File: src/rtl/tick_period_monitor.sv
// Measures clock-cycle spacing between rising edges of a periodic tick, flags periods
// outside EXP_MOD +/- TOL, declares lock after LOCK_CNT good periods and times out on silence.
//
// state      | meaning
// IDLE       | monitor disabled, counters cleared
// WAIT_FIRST | waiting for the edge that arms a measurement (no period reported)
// MEASURE    | counting cycles since the last edge; each edge reports a period
module tick_period_monitor #(
    parameter int MAX_COUNT = 1023,
    parameter int EXP_MOD   = 255,
    parameter int TOL       = 2,
    parameter int LOCK_CNT  = 4,
    localparam int CW       = $clog2(MAX_COUNT + 1)
) (
    input  logic          clk,
    input  logic          reset_n,
    input  logic          enable,
    input  logic          tick,
    output logic [CW-1:0] period,
    output logic          period_valid,
    output logic          err,
    output logic          timeout,
    output logic          locked
);

    localparam int MW = $clog2(LOCK_CNT + 1);

    // Tolerance window is held one bit wider than the counter so EXP_MOD+TOL cannot wrap.
    localparam logic [CW:0]   LO_BOUND = (EXP_MOD > TOL) ? (CW+1)'(EXP_MOD - TOL) : '0;
    localparam logic [CW:0]   HI_BOUND = (CW+1)'(EXP_MOD + TOL);
    localparam logic [CW-1:0] CNT_LAST = CW'(MAX_COUNT - 1);
    localparam logic [MW:0]   LOCK_SAT = (MW+1)'(LOCK_CNT);

    typedef enum logic [1:0] {
        IDLE       = 2'd0,
        WAIT_FIRST = 2'd1,
        MEASURE    = 2'd2
    } state_t;

    state_t        state;
    logic [CW-1:0] cnt;
    logic [MW-1:0] match_cnt;
    logic          tick_q;

    logic          rise;
    logic [CW:0]   period_new;
    logic          match;
    logic [MW:0]   mc_inc;

    assign rise       = tick & ~tick_q;
    assign period_new = {1'b0, cnt} + (CW+1)'(1);
    assign match      = (period_new >= LO_BOUND) && (period_new <= HI_BOUND);
    assign mc_inc     = {1'b0, match_cnt} + (MW+1)'(1);

    always_ff @(posedge clk or negedge reset_n) begin
        if (!reset_n) begin
            state        <= IDLE;
            cnt          <= '0;
            match_cnt    <= '0;
            tick_q       <= 1'b0;
            period       <= '0;
            period_valid <= 1'b0;
            err          <= 1'b0;
            timeout      <= 1'b0;
            locked       <= 1'b0;
        end else begin
            tick_q       <= tick;
            period_valid <= 1'b0;
            err          <= 1'b0;
            timeout      <= 1'b0;

            // Disable overrides any edge or timeout seen on the same cycle.
            if (!enable) begin
                state     <= IDLE;
                cnt       <= '0;
                match_cnt <= '0;
                locked    <= 1'b0;
            end else begin
                case (state)
                    IDLE: begin
                        state <= WAIT_FIRST;
                    end
                    WAIT_FIRST: begin
                        if (rise) begin
                            state <= MEASURE;
                            cnt   <= '0;
                        end
                    end
                    MEASURE: begin
                        if (rise) begin
                            period       <= period_new[CW-1:0];
                            period_valid <= 1'b1;
                            cnt          <= '0;
                            if (match) begin
                                match_cnt <= (mc_inc >= LOCK_SAT) ? LOCK_SAT[MW-1:0]
                                                                  : mc_inc[MW-1:0];
                                locked    <= (mc_inc >= LOCK_SAT);
                            end else begin
                                err       <= 1'b1;
                                match_cnt <= '0;
                                locked    <= 1'b0;
                            end
                        end else if (cnt == CNT_LAST) begin
                            timeout   <= 1'b1;
                            match_cnt <= '0;
                            locked    <= 1'b0;
                            cnt       <= '0;
                            state     <= WAIT_FIRST;
                        end else begin
                            cnt <= cnt + CW'(1);
                        end
                    end
                    default: begin
                        state <= IDLE;
                    end
                endcase
            end
        end
    end

endmodule

File: config.mk
export PLATFORM = sky130hd
export DESIGN_NAME = tick_period_monitor
export DESIGN_NICKNAME = d
export VERILOG_FILES = /design/src/rtl/tick_period_monitor.sv
export SDC_FILE = /design/constraint.sdc
export NUM_CORES = 1
export LEC_CHECK = 0
export ABC_AREA = 1
export ABC_CLOCK_PERIOD_IN_PS = 1700
export BUFFER_PORTS_ARGS = -buffer_cell sky130_fd_sc_hd__buf_2
export CAP_MARGIN = 30
export CORE_MARGIN = 2
export CORE_UTILIZATION = 57
export CTS_CLUSTER_SIZE = 24
export DETAILED_ROUTE_END_ITERATION = 6
export PLACE_DENSITY = 0.75
export SYNTH_ARGS = -nofsm -noshare
export SYNTH_HDL_FRONTEND = slang
export SYNTH_SLANG_ARGS = --single-unit
File: constraint.sdc
create_clock -name clk -period 1.7 [get_ports clk]
set_input_delay 0 -clock clk [delete_from_list [all_inputs] [get_ports clk]]
set_output_delay 0 -clock clk [all_outputs]
set_load 0.05 [all_outputs]
==> results of run 1 <==
registers in the layout, summed over array words and instances, names as in the netlist:
register and cells:
match_cnt 2, period 10, cnt 10, state 2
locked 1, timeout 1, tick_q 1, period_valid 1
err 1
final cells by class:
cell class | count | area, um^2
tap | 30 | 37.54
clock buffer | 7 | 55.05
sequential | 29 | 725.7
inverter | 25 | 93.84
fill | 203 | 656.9
timing repair buffer | 30 | 190.2
multi-input combinational | 152 | 785.8
worst max-delay path, cell delays in order, from the launching register on:
cell and delay (ns):
dfrtp_1 0.43, buf_4 0.16, inv_2 0.09, ha_4 0.22
nor3_1 0.23, nor2_1 0.07, nand2_1 0.06, nor2_1 0.04
nand3_1 0.09, nand2_2 0.08, nand3_1 0.07, nand2_1 0.05
power by group through the flow:
stage | Clock [W] | Sequential, W | Combinational, W
after detailed placement | 0 | 0.000799 | 0.000387
after global placement | 0 | 0.000793 | 0.000382
after floorplan | 0 | 0.000934 | 0.000133
after CTS | 0.000431 | 0.000785 | 0.000394
after global routing | 0.000455 | 0.000794 | 0.000505
final | 0.000418 | 0.000786 | 0.000461
routing by layer:
layer	GRT usage (%)	vias up	part of all wire (%)
met4	11.90	0	1.8
met2	39.33	50	49
met3	5.530	12	4.7
met5	0	-	0
met1	30.55	694	44
li1	-	744	-
cell usage after synthesis, drive strengths merged:
| master | count |
|---|---|
| or2 | 1 |
| o211ai | 1 |
| nor2 | 22 |
| o22ai | 9 |
| dfrtp | 29 |
| nand2 | 71 |
| nand4 | 1 |
| nor3 | 5 |
| nand3 | 19 |
| a21oi | 5 |
| buf | 2 |
| inv | 25 |
| o21ai | 14 |
| ha | 4 |
worst min path at each step:
stage | startpoint | end | cells after the start | slack (ns)
floorplan | reset_n | cnt[0] | 0 | -0.30
global placement | reset_n | period[6] | 1 | 0.04
detailed placement | reset_n | period[6] | 1 | 0.06
CTS | reset_n | period[6] | 2 | 0.24
global route | reset_n | period[7] | 2 | 0.30
finish | reset_n | period[6] | 2 | 0.21
logic make-up after synthesis:
family | count (synthesis) | synth area share (%)
adders and majority gates | 4 | 3.205
and+or+nand+nor | 119 | 33.49
DFF | 29 | 46.47
AOI/OAI and AO/OA | 29 | 10.18
buffers and inverters | 27 | 6.651
cell usage in the layout, fill, tap and decap left out:
cell type       n
nand2_1        63
inv_1          22
nand4_4         1
ha_2            1
buf_4          10
buf_2          17
clkbuf_1        1
a21oi_1         5
o22ai_1         9
o21ai_1         2
dlygate4sd3_1   3
nor2_1         15
inv_2           3
nor2_4          2
or2_2           1
nand2_2         8
nor3_1          5
o21ai_0        12
clkbuf_8        1
nand3_1        18
nand3_2         1
clkbuf_4        5
ha_1            1
o211ai_1        1
ha_4            2
nor2_2          5
dfrtp_1        29
what timing repair did:
action                                  4_1_cts  5_1_grt
gates resized for setup                       0       14
endpoints found under the setup margin        0        4
endpoints found under the hold margin        32        0
buffers inserted                              0        6
hold buffers                                  3        0
per-stage QoR:
stage | total power (W) | hold slack [ns] | std cells
finish | 0.001665 | 0.2148 | 273
global route | 0.001754 | 0.2951 | 273
CTS | 0.001609 | 0.2356 | 267
detailed placement | 0.001185 | 0.06288 | 257
global placement | 0.001175 | 0.04197 | 257
floorplan | 0.001067 | -0.2956 | 208
==> metrics, run 1 <==
setup TNS=0 ns; fin util=74.19%; relative slew slack=58.58%; minimum clock period=1.669 ns; clk root buf=clkbuf_4; post-synth cell types=19; RR Startpoint=cnt[0]; Initial Utilization=61.36%; # setup viols final=0; Sink Count=29; crit path to=locked; first-pass GRT wire length=6016 um; WP data arrival=1.89 ns; initial antenna violation count=0; Total GRT Usage=24.29%; top-area cell type share of the netlist area=46.47%; Core Region=2545 um^2; Die Ht=56.34 um; Port Buf Inserts=17; Worst Reg2Reg Path Length in Cells=11; synthesized area per cell=7.507 um^2; gpl congestion=0.8670; Placed Area=1704 um^2; layout cell share with drive strength beyond 1=23.46%; Mapped Cells=208; Die Area=3174 um^2; RSZ-0062 raised after global routing=yes; Peak Freq=599.3 MHz; Worst-Skew Late Latency=0.33 ns; Leak=0.9813 nW; Syn. warnings=0; CTS tree=built; Die X-Extent=56.34 um; top cell type by total area after synthesis=dfrtp_1; sequential share of power=47.2%; Int Pwr=0.001087 W; Final Cycle Share=98.16%; mapped cell area=1561 um^2; Clock Skew=0.009815 ns; Vias/cell=5.495; CP Max Fanout=4; Required @ worst endpoint=1.92 ns; Power Dens Cells=881.7 nW/um^2; Synth Register Bits=29; final hold vios=0; I/O Pins=18; wirelength, routed=3603 um; crit path kind=reg2reg; diode count=0; Antenna Nets Post-Route=0; H-tree depth=2; Net Count, Synth=216; Final nets=251; RR Endpoint=locked; Max Root-Sink Buffers=2; max-slew violation count=0; WL/cell=13.20 um; HPWL after DPL=2503 um; Clk pin slew, worst setup/hold paths=0.09 ns; switching share of power=34.68%; top post-synthesis cells by area=dfrtp_1 46%, nand2_1 16%, nand3_1 6.1%; CP Capture Type=register; combinational power share=27.7%; DR iter-0 viols=65; register area share after synthesis=46.47%; setup slack, reg-to-reg=0.03 ns; status=completed; clock network power share=25.1%; CTS Buf Count=5; worst vdd ir=818.2 uV; routed vias=1,500; CP startpoint=cnt[0]; dpl ws=0.05248 ns; Remaining Overflow, GRT=0; DRC viols=0; worst slew pin tran=0.6213 ns; vias in the first global route=1,432; fin area=1888 um^2; PnR worst setup slack=0.03128 ns; Startpoint Class=register; First-pass DRT Iterations=4; Switch Pwr=0.0005774 W; Site Rows=18; HP Class=in2async; synthesis-to-finish area growth=20.91%; largest net degree at the start of global routing=30; Max-cap violations=0
Power figures use the tool's default switching activity.
==> inputs of run 2 (changes only) <==
--- a/config.mk
+++ b/config.mk
@@ -9,8 +9,10 @@
 export ABC_CLOCK_PERIOD_IN_PS = 1700
 export BUFFER_PORTS_ARGS = -buffer_cell sky130_fd_sc_hd__buf_2
 export CAP_MARGIN = 30
+export CELL_PAD_IN_SITES_DETAIL_PLACEMENT = 2
+export CELL_PAD_IN_SITES_GLOBAL_PLACEMENT = 2
 export CORE_MARGIN = 2
-export CORE_UTILIZATION = 57
+export CORE_UTILIZATION = 33
 export CTS_CLUSTER_SIZE = 24
 export DETAILED_ROUTE_END_ITERATION = 6
 export PLACE_DENSITY = 0.75
==> run 2 against run 1 <==
Net effect:
- sequential share of layout area decreased by 3.4 points
- global-route usage decreased by 4.1 points
- die area increased by 67%
- critical path type unchanged
- core utilization decreased by 29 points
- sequential cell count unchanged
- design area increased by 10%
- maximum frequency decreased by 0.86%
==> metrics, run 2 (synthesis results as in run 1) <==
status=completed; Die Ht=72.79 um (+29%); WL/cell=18.03 um (+37%); GR Util met3=3.729% (-1.8 points); Worst-Skew Late Latency=0.29 ns (-0.04 ns); Placed Area=1764 um^2 (+3.5%); RR Endpoint=match_cnt[0]; Port Buf Inserts=17 (unchanged); met2 Use GR=34.85% (-4.5 points); diode count=0 (unchanged); met1 GRT Util=25.80% (-4.8 points); Die X-Extent=72.79 um (+29%); layout cell share with drive strength beyond 1=37.65% (+14 points); Max Root-Sink Buffers=2 (unchanged); crit path kind=reg2reg; Final nets=254 (+1.2%); Remaining Overflow, GRT=0 (unchanged); Max-cap violations=0 (unchanged); first-pass GRT wire length=8155 um (+36%); crit path to=match_cnt[0]; minimum clock period=1.683 ns (+0.01439 ns); vias in the first global route=1,664 (+16%); Antenna Nets Post-Route=0 (unchanged); relative slew slack=52.31% (-6.3 points); DR iter-0 viols=57 (-12%); Total GRT Usage=20.18% (-4.1 points); H-tree depth=2 (unchanged); most common cell after layout, fill and taps aside=nand2_1; Crit path top cell by count=nand2_1; Startpoint Class=register; CP max stage cell=dfrtp_2; # setup viols final=0 (unchanged); dpl ws=-0.03950 ns (-0.09198 ns); Worst Reg2Reg Path Length in Cells=11 (unchanged); First-pass DRT Iterations=4 (unchanged); routed vias=1,577 (+5.1%); Tot Pwr=0.001870 W (+12%); Vias/cell=5.239 (-4.6%); CP peak stage delay=0.44 ns (about the same); max-slew violation count=0 (unchanged); Site Rows=25 (+7); CP startpoint=cnt[0]; worst slew pin tran=0.7153 ns (+0.09400 ns); Power Dens Cells=897.5 nW/um^2 (+1.8%); CP Max Fanout=6 (+2); RR Startpoint=cnt[0]; Core Region=4629 um^2 (+82%); I/O Pins=18 (unchanged); setup TNS=0 ns (unchanged); Required @ worst endpoint=1.92 ns (about the same); DRC viols=0 (unchanged); Sink Count=29 (unchanged); Clock Skew=0.006475 ns (-0.003340 ns); CTS Buf Count=5 (unchanged); CP Capture Type=register; initial antenna violation count=0 (unchanged); setup slack, reg-to-reg=0.02 ns (about the same); Initial Utilization=33.73% (-28 points); clk root buf=clkbuf_8; commonest non-fill, non-tap cells in the layout=51 x nand2_1, 25 x dfrtp_1, 21 x inv_1, 19 x nand2_2, 17 x buf_2; PnR worst setup slack=0.01689 ns (-0.01439 ns); gpl congestion=0.8561 (-1.3%); largest net degree at the start of global routing=30 (unchanged); busiest grt layer=met2; final hold vios=0 (unchanged); fin area=2083 um^2 (+10%); HPWL after DPL=3600 um (+44%); synthesis-to-finish area growth=33.41%; HP Class=in2reg; Final Cycle Share=99.01% (+0.85 points); fin util=45.00% (-29 points); Die Area=5298 um^2 (+67%); biggest regs=cnt x10, period x10; WP data arrival=1.90 ns (about the same); crit-path cells=ha_4 -> inv_4 -> nor2_4 -> nand2_2 -> nand2_1 -> nand2_1 -> nor2_2 -> nand3_2 -> nand2_4 -> nand3_2 -> nand2_1; RSZ-0062 raised after global routing=yes; Clk pin slew, worst setup/hold paths=0.07 ns (-0.02 ns); CTS tree=built; worst vdd ir=531.9 uV (-35%); Peak Freq=594.1 MHz (-0.86%); Leak=1.011 nW (+3.0%); wirelength, routed=5428 um (+51%)
[run 2: cell types whose count changed in the layout (fill, tap and decap cells not counted), moves of 5 or more]
cell	delta
clkbuf_4	-5
nand3_2	+5
nand2_1	-12
nand2_2	+11
nand3_1	-5
nor2_1	-5
[run 2: metrics by stage]
stage,hold slack [ns],std cells
after floorplan,-0.2956,208
after global placement,0.08038,285
after detailed placement,0.08737,285
after CTS,0.01567,296
after global routing,0.03430,301
final,0.01170,301
[run 2: area by class of cell]
class	count	area [um^2]
fill	535	2546
multi-input combinational	152	882.1
sequential	29	730.7
timing repair buffer	33	217.7
inverter	25	98.84
clock buffer	5	68.82
tap	54	67.56
clock inverter	3	17.52
[run 2: where the power goes]
part	switching [W]	leakage (nW)	internal (W)	total, W
sequential	0.0000475	0.384	0.000751	0.000798
clock	0.000295	0.0439	0.000282	0.000577
combinational	0.000341	0.582	0.000153	0.000494
[run 2: repair_timing]
item / in CTS / in global routing
hold buffers: 2 / 0
setup endpoints to repair: 4 / 4
endpoints found under the hold margin: 30 / 0
pin swaps: 3 / 14
setup buffers: 1 / 5
resized for setup: 3 / 48
[run 2: worst min path at each step]
| stage | from | end | slack [ns] | depth (start not counted) |
|---|---|---|---|---|
| 2_1_floorplan | reset_n | cnt[0] | -0.30 | 0 |
| 3_3_place_gp | reset_n | period[1] | 0.08 | 1 |
| 3_5_place_dp | reset_n | period[1] | 0.09 | 1 |
| 4_1_cts | enable | state[0] | 0.02 | 3 |
| 5_1_grt | enable | state[0] | 0.03 | 3 |
| 6_report | enable | state[0] | 0.01 | 3 |
[run 2: per-layer routing]
layer	vias to the layer above	part of all wire, %
met5	-	0
met4	0	2.1
li1	745	-
met3	13	2.6
met2	23	52
met1	796	43
[run 2: critical path, delay by kind of cell (launching register included)]
family | cells | cell delay (ns)
fa+ha+maj | 1 | 0.18
flops | 1 | 0.44
buf+inv | 1 | 0.04
simple gates | 9 | 0.96
==> inputs of run 3 (changes only) <==
--- a/config.mk
+++ b/config.mk
@@ -8,7 +8,7 @@
 export ABC_AREA = 1
 export ABC_CLOCK_PERIOD_IN_PS = 1700
 export BUFFER_PORTS_ARGS = -buffer_cell sky130_fd_sc_hd__buf_2
-export CAP_MARGIN = 30
+export CAP_MARGIN = 20
 export CELL_PAD_IN_SITES_DETAIL_PLACEMENT = 2
 export CELL_PAD_IN_SITES_GLOBAL_PLACEMENT = 2
 export CORE_MARGIN = 2
@@ -16,6 +16,7 @@
 export CTS_CLUSTER_SIZE = 24
 export DETAILED_ROUTE_END_ITERATION = 6
 export PLACE_DENSITY = 0.75
+export REMOVE_ABC_BUFFERS = 1
 export SYNTH_ARGS = -nofsm -noshare
 export SYNTH_HDL_FRONTEND = slang
 export SYNTH_SLANG_ARGS = --single-unit
==> run 3 against run 2 <==
Net effect:
- worst hold slack better by 0.0097 ns
- count of clock-buffer cells in the layout is 2 higher
- clock skew is 0.0011 ns lower
- power is 0.73% lower
- non-clock buffer count is 1 lower
- final cell count is 0.66% lower
- critical path type unchanged
- largest cell class unchanged
- highest routed layer unchanged
==> metrics, run 3 (synthesis results as in run 1) <==
hold_sp=enable; Max-cap violations=0 (unchanged); synthesis-to-finish area growth=26.28%; WL met1=2174 um (-7.0%); Port Buf Inserts=17 (unchanged); CP startpoint=cnt[0]; Initial Utilization=33.73% (unchanged); I/O Pins=18 (unchanged); worst hold path endpoint=state[0]; Sink Count=29 (unchanged); Required @ worst endpoint=1.92 ns (about the same); WL/cell=16.58 um (-8.0%); RR Endpoint=match_cnt[1]; Leak=0.9980 nW (-1.2%); wirelength, routed=4958 um (-8.7%); largest net degree at the start of global routing=30 (unchanged); vias in the first global route=1,676 (+0.72%); RR Startpoint=cnt[0]; Met3 Routed Length=102 um (-28%); max-slew violation count=0 (unchanged); initial antenna violation count=0 (unchanged); biggest regs=cnt x10, period x10; fin area=1972 um^2 (-5.3%); first-pass GRT wire length=8169 um (+0.17%); Core Region=4629 um^2 (unchanged); status=completed; fin util=42.59% (-2.4 points); DRC viols=0 (unchanged); Top Layer Used=met4; # setup viols final=0 (unchanged); Final Cycle Share=95.22% (-3.8 points); Clk pin slew, worst setup/hold paths=0.06 ns (about the same); DR iter-0 viols=22 (-61%); gpl congestion=0.8184 (-4.4%); final hold vios=0 (unchanged); diode count=0 (unchanged); Site Rows=25 (unchanged); layout cell share with drive strength beyond 1=28.16% (-9.5 points); First-pass DRT Iterations=4 (unchanged); CTS Buf Count=5 (unchanged); Hold Crit Depth=3 (unchanged); Die Ht=72.79 um (unchanged); RSZ-0062 raised after global routing=yes; commonest non-fill, non-tap cells in the layout=61 x nand2_1, 27 x dfrtp_1, 20 x inv_1, 18 x nand3_1, 17 x buf_2; Die Area=5298 um^2 (unchanged); Clock Skew=0.005346 ns (-0.001129 ns); Die X-Extent=72.79 um (unchanged); PnR worst setup slack=0.08133 ns (+0.06444 ns); setup slack, reg-to-reg=0.08 ns (+0.06 ns); Max Root-Sink Buffers=2 (unchanged); HPWL after DPL=3601 um (about the same); Peak Freq=617.8 MHz (+4.0%); minimum clock period=1.619 ns (-0.06444 ns); CP Capture Type=register; most common cell after layout, fill and taps aside=nand2_1; filler cell count=545 (+1.9%); HP Class=in2reg; met2 wire len=2627 um (-7.3%); relative slew slack=53.76% (+1.4 points); Vias/cell=5.147 (-1.8%); Worst Reg2Reg Path Length in Cells=11 (unchanged); Final nets=253 (-0.39%); H-tree depth=2 (unchanged); clk root buf=clkbuf_8; Total GRT Usage=20.33% (+0.15 points); Worst-Skew Late Latency=0.28 ns (about the same); Remaining Overflow, GRT=0 (unchanged); routed vias=1,539 (-2.4%); Startpoint Class=register; CP Max Fanout=6 (unchanged); Power Dens Cells=941.2 nW/um^2 (+4.9%); WP data arrival=1.84 ns (-0.06 ns); Multi-input gate area=789.5 um^2 (-10%); crit path kind=reg2reg; worst vdd ir=636.4 uV (+20%); Placed Area=1749 um^2 (-0.85%); worst slew pin tran=0.6936 ns (-0.02173 ns); CTS tree=built; sequential cell area=728.2 um^2 (-0.34%); Antenna Nets Post-Route=0 (unchanged); dpl ws=-0.06263 ns (-0.02313 ns); worst hold margin=0.02140 ns (+0.009694 ns)
==> run 3: power breakdown <==
part	switching [W]	internal, W	total [W]
Sequential	0.0000326	0.000749	0.000782
Clock	0.000259	0.000321	0.000580
Combinational	0.000347	0.000147	0.000495
==> run 3: worst max path at each step <==
| stage | cells after the start | slack (ns) | end |
|---|---|---|---|
| after global routing | 11 | -0.06 | match_cnt[1] |
| final | 11 | 0.08 | match_cnt[1] |
| after global placement | 10 | 0.05 | locked |
| after floorplan | 10 | 0.23 | locked |
| after detailed placement | 9 | -0.06 | match_cnt[1] |
| after CTS | 11 | 0.03 | match_cnt[1] |
==> run 3: metal layers <==
layer  vias to the layer above  global-route usage, %
met3                         5                  4.558
met1                       779                  23.78
met5                         -                      0
li1                        740                      -
met4                         0                  4.938
met2                        15                  37.47
==> run 3: cell type report <==
type	count	area share, %
sequential	29	36.93
tap	54	3.426
clock buffer	7	4.378
multi-input combinational	152	40.04
timing repair buffer	32	10.28
inverter	25	4.949
==> run 3: what timing repair did <==
action                                  in CTS  in global routing
gates resized for setup                      5                 17
endpoints found under the setup margin       4                  8
pin swaps                                    0                  6
setup buffers                                1                  6
hold buffers                                 2                  0
hold endpoints to repair                    30                  0
==> run 3: per-stage QoR <==
stage	std cells	power, W	setup TNS (ns)
floorplan	206	0.001067	0
global placement	283	0.001168	0
detailed placement	283	0.001190	-0.2172
CTS	293	0.001837	0
global route	299	0.001941	-0.1433
finish	299	0.001856	0
==> run 3: worst max-delay path, cell delays in order, from the launching register on <==
cell and delay, ns:
dfrtp_1 0.39, ha_2 0.23, inv_2 0.06, nor2_4 0.16
nand2_1 0.12, nand2_1 0.07, nand2_1 0.06, nor2_2 0.11
nand3_1 0.09, nand2_2 0.12, nand3_1 0.09, nand2_1 0.07
